## src/rtl/ntt_pkg.sv

```systemverilog
// Shared NTT datapath definitions: Kyber constants and the add/sub operation encoding.
package ntt_pkg;

  localparam int Q_KYBER = 3329;
  localparam int W_KYBER = 12;

  typedef enum logic [1:0] {
    OP_ADD  = 2'b00,
    OP_SUB  = 2'b01,
    OP_NEG  = 2'b10,
    OP_PASS = 2'b11
  } op_e;

endpackage

```

## src/rtl/mod_reduce_sel.sv

```systemverilog
// Final modular select: picks raw or its pre-computed Q-corrected alternative, result in [0, Q).
module mod_reduce_sel
  import ntt_pkg::*;
#(
  parameter int W = W_KYBER,
  parameter int Q = Q_KYBER
) (
  input  op_e          op,
  input  logic [W:0]   raw,
  input  logic [W:0]   alt,
  output logic [W-1:0] res
);

  localparam logic [W:0] QX = (W+1)'(Q);

  always_comb begin
    res = raw[W-1:0];
    case (op)
      // alt = raw-Q; its sign bit is clear exactly when raw >= Q, so no separate comparator
      OP_ADD:  if (!alt[W]) res = alt[W-1:0];
      OP_SUB:  if (raw[W]) res = alt[W-1:0];
      OP_NEG:  if (raw == QX) res = '0;
      default: res = raw[W-1:0];
    endcase
  end

endmodule

```

## src/rtl/mod_addsub_pipe.sv

```systemverilog
// Two-stage pipelined modular add/sub/neg/pass with valid/ready backpressure.
// Optional MOD_ADDSUB_RANGE_CHK_EN adds range_err, flagging operands >= Q at acceptance.
module mod_addsub_pipe
  import ntt_pkg::*;
#(
  parameter int W     = W_KYBER,
  parameter int Q     = Q_KYBER,
  parameter int TAG_W = 8
) (
  input  logic             clk,
  input  logic             rst_n,
  input  logic             in_valid,
  output logic             in_ready,
  input  logic [1:0]       in_op,
  input  logic [W-1:0]     in_a,
  input  logic [W-1:0]     in_b,
  input  logic [TAG_W-1:0] in_tag,
  output logic             out_valid,
  input  logic             out_ready,
  output logic [W-1:0]     out_data,
  output logic [TAG_W-1:0] out_tag
`ifdef MOD_ADDSUB_RANGE_CHK_EN
  ,
  output logic             range_err
`endif
);

  localparam logic [W:0] QX = (W+1)'(Q);

  typedef struct packed {
    op_e              op;
    logic [W:0]       raw;
    logic [W:0]       alt;
    logic [TAG_W-1:0] tag;
`ifdef MOD_ADDSUB_RANGE_CHK_EN
    logic             err;
`endif
  } pay_t;

  logic             s1_valid_q, s1_valid_d;
  pay_t             s1_q, s1_d, pay_in;
  logic             s2_valid_q, s2_valid_d;
  logic [W-1:0]     s2_data_q, s2_data_d, s2_res;
  logic [TAG_W-1:0] s2_tag_q, s2_tag_d;
`ifdef MOD_ADDSUB_RANGE_CHK_EN
  logic             s2_err_q, s2_err_d;
`endif
  logic             s1_adv, s2_adv;
  logic [W:0]       a_x, b_x, sum_x, dif_x;

  assign a_x   = {1'b0, in_a};
  assign b_x   = {1'b0, in_b};
  assign sum_x = a_x + b_x;
  assign dif_x = a_x - b_x;

  always_comb begin
    pay_in     = '0;
    pay_in.op  = op_e'(in_op);
    pay_in.tag = in_tag;
    case (op_e'(in_op))
      OP_ADD: begin
        pay_in.raw = sum_x;
        pay_in.alt = sum_x - QX;
      end
      OP_SUB: begin
        pay_in.raw = dif_x;
        pay_in.alt = dif_x + QX;
      end
      OP_NEG:  pay_in.raw = QX - b_x;
      default: pay_in.raw = a_x;
    endcase
`ifdef MOD_ADDSUB_RANGE_CHK_EN
    pay_in.err = (a_x >= QX) || (b_x >= QX);
`endif
  end

  mod_reduce_sel #(
    .W (W),
    .Q (Q)
  ) u_reduce_sel (
    .op  (s1_q.op),
    .raw (s1_q.raw),
    .alt (s1_q.alt),
    .res (s2_res)
  );

  assign s2_adv = !s2_valid_q || out_ready;
  assign s1_adv = !s1_valid_q || s2_adv;

  always_comb begin
    s1_valid_d = s1_valid_q;
    s1_d       = s1_q;
    s2_valid_d = s2_valid_q;
    s2_data_d  = s2_data_q;
    s2_tag_d   = s2_tag_q;
`ifdef MOD_ADDSUB_RANGE_CHK_EN
    s2_err_d   = s2_err_q;
`endif
    // S2 payload only loads on a real operation, so data/tag stay put across bubbles
    if (s2_adv) begin
      s2_valid_d = s1_valid_q;
      if (s1_valid_q) begin
        s2_data_d = s2_res;
        s2_tag_d  = s1_q.tag;
`ifdef MOD_ADDSUB_RANGE_CHK_EN
        s2_err_d  = s1_q.err;
`endif
      end
    end
    if (s1_adv) begin
      s1_valid_d = in_valid;
      if (in_valid) s1_d = pay_in;
    end
  end

  always_ff @(posedge clk) begin
    if (!rst_n) begin
      s1_valid_q <= 1'b0;
      s1_q       <= '0;
      s2_valid_q <= 1'b0;
      s2_data_q  <= '0;
      s2_tag_q   <= '0;
`ifdef MOD_ADDSUB_RANGE_CHK_EN
      s2_err_q   <= 1'b0;
`endif
    end else begin
      s1_valid_q <= s1_valid_d;
      s1_q       <= s1_d;
      s2_valid_q <= s2_valid_d;
      s2_data_q  <= s2_data_d;
      s2_tag_q   <= s2_tag_d;
`ifdef MOD_ADDSUB_RANGE_CHK_EN
      s2_err_q   <= s2_err_d;
`endif
    end
  end

  assign in_ready  = s1_adv;
  assign out_valid = s2_valid_q;
  assign out_data  = s2_data_q;
  assign out_tag   = s2_tag_q;
`ifdef MOD_ADDSUB_RANGE_CHK_EN
  assign range_err = s2_err_q;
`endif

endmodule

```

## config.mk

```make
export PLATFORM = sky130hd
export DESIGN_NAME = mod_addsub_pipe
export DESIGN_NICKNAME = d
export VERILOG_FILES = /design/src/rtl/ntt_pkg.sv /design/src/rtl/mod_reduce_sel.sv /design/src/rtl/mod_addsub_pipe.sv
export SDC_FILE = /design/constraint.sdc
export NUM_CORES = 1
export LEC_CHECK = 0
export CAP_MARGIN = 20
export CORE_ASPECT_RATIO = 1.1
export CORE_UTILIZATION = 52
export DETAILED_ROUTE_END_ITERATION = 8
export GPL_ROUTABILITY_DRIVEN = 0
export HOLD_SLACK_MARGIN = 0.15
export PLACE_DENSITY_LB_ADDON = 0.05
export SYNTH_ARGS = -nofsm -noshare
export SYNTH_HDL_FRONTEND = slang
export SYNTH_SLANG_ARGS = --single-unit
```

## constraint.sdc

```tcl
create_clock -name clk -period 3.27 [get_ports clk]
set_clock_uncertainty 0.15 [all_clocks]
set_input_delay 0.327 -clock clk [delete_from_list [all_inputs] [get_ports clk]]
set_output_delay 0.327 -clock clk [all_outputs]
set_load 0.01 [all_outputs]
```

==> metrics.txt <==
outcome complete, no violations; Global Route Usage Sum 28.5%; Nets about 840; Seq/Total Area, Yosys 23.0%; n_diodes 0; WL met2 6810 um; Hold Vio Cnt, Final 0; largest net degree at the start of global routing 64; DRT Pass-1 Iters 5; initial antenna violation count 0; DRT antenna net count 0; Unique masters post-synth 78; Post-Syn Instances 642; Hold Crit Class register to register; WL met3 485 um; share of post-route cells with drive strength above 1 23.9%; FP Rows 37; synthesized area 0.00505 mm2; starting density of the core between 50% and 60%; Top FF cell, synth dfxtp_1; flop2flop setup slack between 1 and 1.5 ns; Clock Pin Slew Worst Setup and Hold Paths 0.06 ns; Worst Setup Start Kind input port; Synth area leaders dfxtp_1, nand2_1, ha_1; die width 96.0 um; most frequent CP cell buf_4; final worst-path setup slack 0.0371 ns; Max transition margin 46.5%; Final period util 98.9%; Ports 60; number of max-cap violations 0; dpl hpwl 10500 um; crit path capture type register; grt total ovfl 0; Vias 5129; PwrDens about 370 mW/mm2; Peak VDD IR roughly 0.21 mV; most common cell in the synthesized netlist nand2_1; Crit path required time ~3.4 ns; final core occ 72.1%; met1 wire length 6010 um; post-synth top area share 23.0%; Clock Path Buffers 2; FFs w/ async S/R, synth 0%; port buffer count 59; Synth Register Bits between 50 and 60; Die Area 0.0101 mm2; Max Freq 309 MHz; critical path class input port to register; area leader, netlist dfxtp_1; H-Tree Depth 3; number of synthesized flops with an enable pin 0; Ys Warns 0; drt wl/cell 15.2 um; fin. max-slew vios 0; CP max FO 4; Crit-path slowest cell or4b_4; Core Area between 0.009 and 0.01 mm2; CTS Sinks 58; CTS tree done; total nets after synthesis 709; crit-path cells clkdlybuf4s50_1, buf_4, ha_1, o21bai_4, a21oi_2, xor2_2, or4b_4, or4_4, a21oi_4, buf_4, nor3_2, xnor2_1, a31o_1; root buf cell clkbuf_8; largest stage delay on the critical path 0.54 ns; vias in the first global route 4887; Final setup viols 0; pre-CTS setup slack -0.522 ns; first-pass GRT wire length 22800 um; Layout area overhead 34.1%; Die H 105 um; Worst-Margin Slew 0.800 ns; highest layer used for signal routing met4; total clock buffers created by CTS 9; DRC violations left 0; DR vias/cell 5.71; FILL cells 768; Final min period 3.23 ns; critical path arrival 3.32 ns; drt total wl between 10000 and 15000 um; leakage power 0.00270 uW; Clk Latency, worst-skew pair 0.34 ns; DR iter-0 viols between 200 and 300; top post-synthesis cells by count nand2_1, dfxtp_1, a21oi_1, nor2_1, xnor2_1; syn avg cell area approximately 8 um2
[kinds of logic (layout without fill, tap and decap cells)]
kind of cell	count (synthesis)	after routing	share of synthesized area (%)
mux	25	25	6.99
xor+xnor	43	43	7.60
buf+inv	72	212	6.81
fa+ha+maj	29	29	7.48
compound gates	188	188	26.2
flops	58	58	23.0
simple gates	227	227	22.0
[cells in the final DEF, fill, tap and decap left out, drive strengths merged, types with 4 or more instances in the layout]
cell	synthesis	final
mux2	9	9
xor2	11	11
o21ai	26	26
a211oi	14	14
inv	32	32
a21boi	29	29
nand3	13	13
or2	6	6
mux4	7	7
o21a	4	4
a21oi	49	49
nor3	12	12
nand2b	8	8
o221ai	10	10
a22oi	5	5
clkbuf	31	14
buf	9	105
nand2	93	93
o211ai	12	12
nand3b	4	4
mux2i	9	9
a2111oi	6	6
o21bai	4	4
nor4	5	5
nor2	41	41
o211a	4	4
dfxtp	58	58
nor2b	21	21
clkdlybuf4s50	0	54
ha	27	27
nor3b	4	4
a221oi	4	4
xnor2	32	32
[state kept, by name, indices dropped and copies added (netlist names)]
register    flops
out_valid       1
s1_q           36
out_data       12
out_tag         8
s1_valid_q      1
[through the flow]
| stage | total power [uW] | area, um2 | std cells | TNS [ns] | hold WS (ns) |
|---|---|---|---|---|---|
| 6_report | 2540 | 6780 | 899 | 0 | 0.310 |
| 2_1_floorplan | 1420 | 5050 | 642 | 0 | 0.287 |
| 3_3_place_gp | 1780 | 6320 | 878 | -3.65 | 0.297 |
| 5_1_grt | 2690 | 6780 | 899 | -0.106 | 0.334 |
| 3_5_place_dp | 1810 | 6320 | 878 | -4.31 | 0.304 |
| 4_1_cts | 2490 | 6590 | 896 | 0 | 0.313 |
[layer usage]
layer  global-route usage, %  vias up
met4                    10.9        0
li1                        -     2567
met1                    35.5     2385
met3                    3.25       33
met5                       0        -
met2                    49.3      144
[worst paths after layout]
check,startpoint,end,depth (start not counted)
min,out_tag[4],out_tag[4],2
max reg2reg,s1_q[20],out_data[1],7
min reg2reg,out_tag[4],out_tag[4],2
max,in_b[2],s1_q[20],13
[worst max-delay path: cells and delay by family]
kind,cells,cell delay [ns]
AOI/OAI and AO/OA,4,0.80
xor gates and xnor gates,2,0.22
and+or+nand+nor,3,1.04
buffers and inverters,3,0.72
adders and majority gates,1,0.22
[report_power, final]
group	leakage [uW]	switching (uW)	internal (uW)	total, uW
Combinational	0.00212	537	550	1090
Sequential	0.000475	45.4	750	796
Clock	0.000101	261	393	654
[what timing repair did]
action	CTS	global route
hold buffers	0	0
endpoints found under the setup margin	6	7
buffers inserted	2	3
pin swaps	7	12
gates cloned	0	0
gates resized for setup	21	30
[final cells by class]
| class | instances | area [um2] | share of cell area [%] |
|---|---|---|---|
| clock buffer | 14 | 163 | 2.40 |
| multi-input combinational | 512 | 3780 | 55.7 |
| tap | 117 | 146 | 2.16 |
| timing repair buffer | 164 | 1370 | 20.3 |
| sequential | 58 | 1160 | 17.1 |
| inverter | 32 | 120 | 1.77 |
| clock inverter | 2 | 35.0 | 0.517 |
No activity file was read; power rests on OpenSTA's default activity.
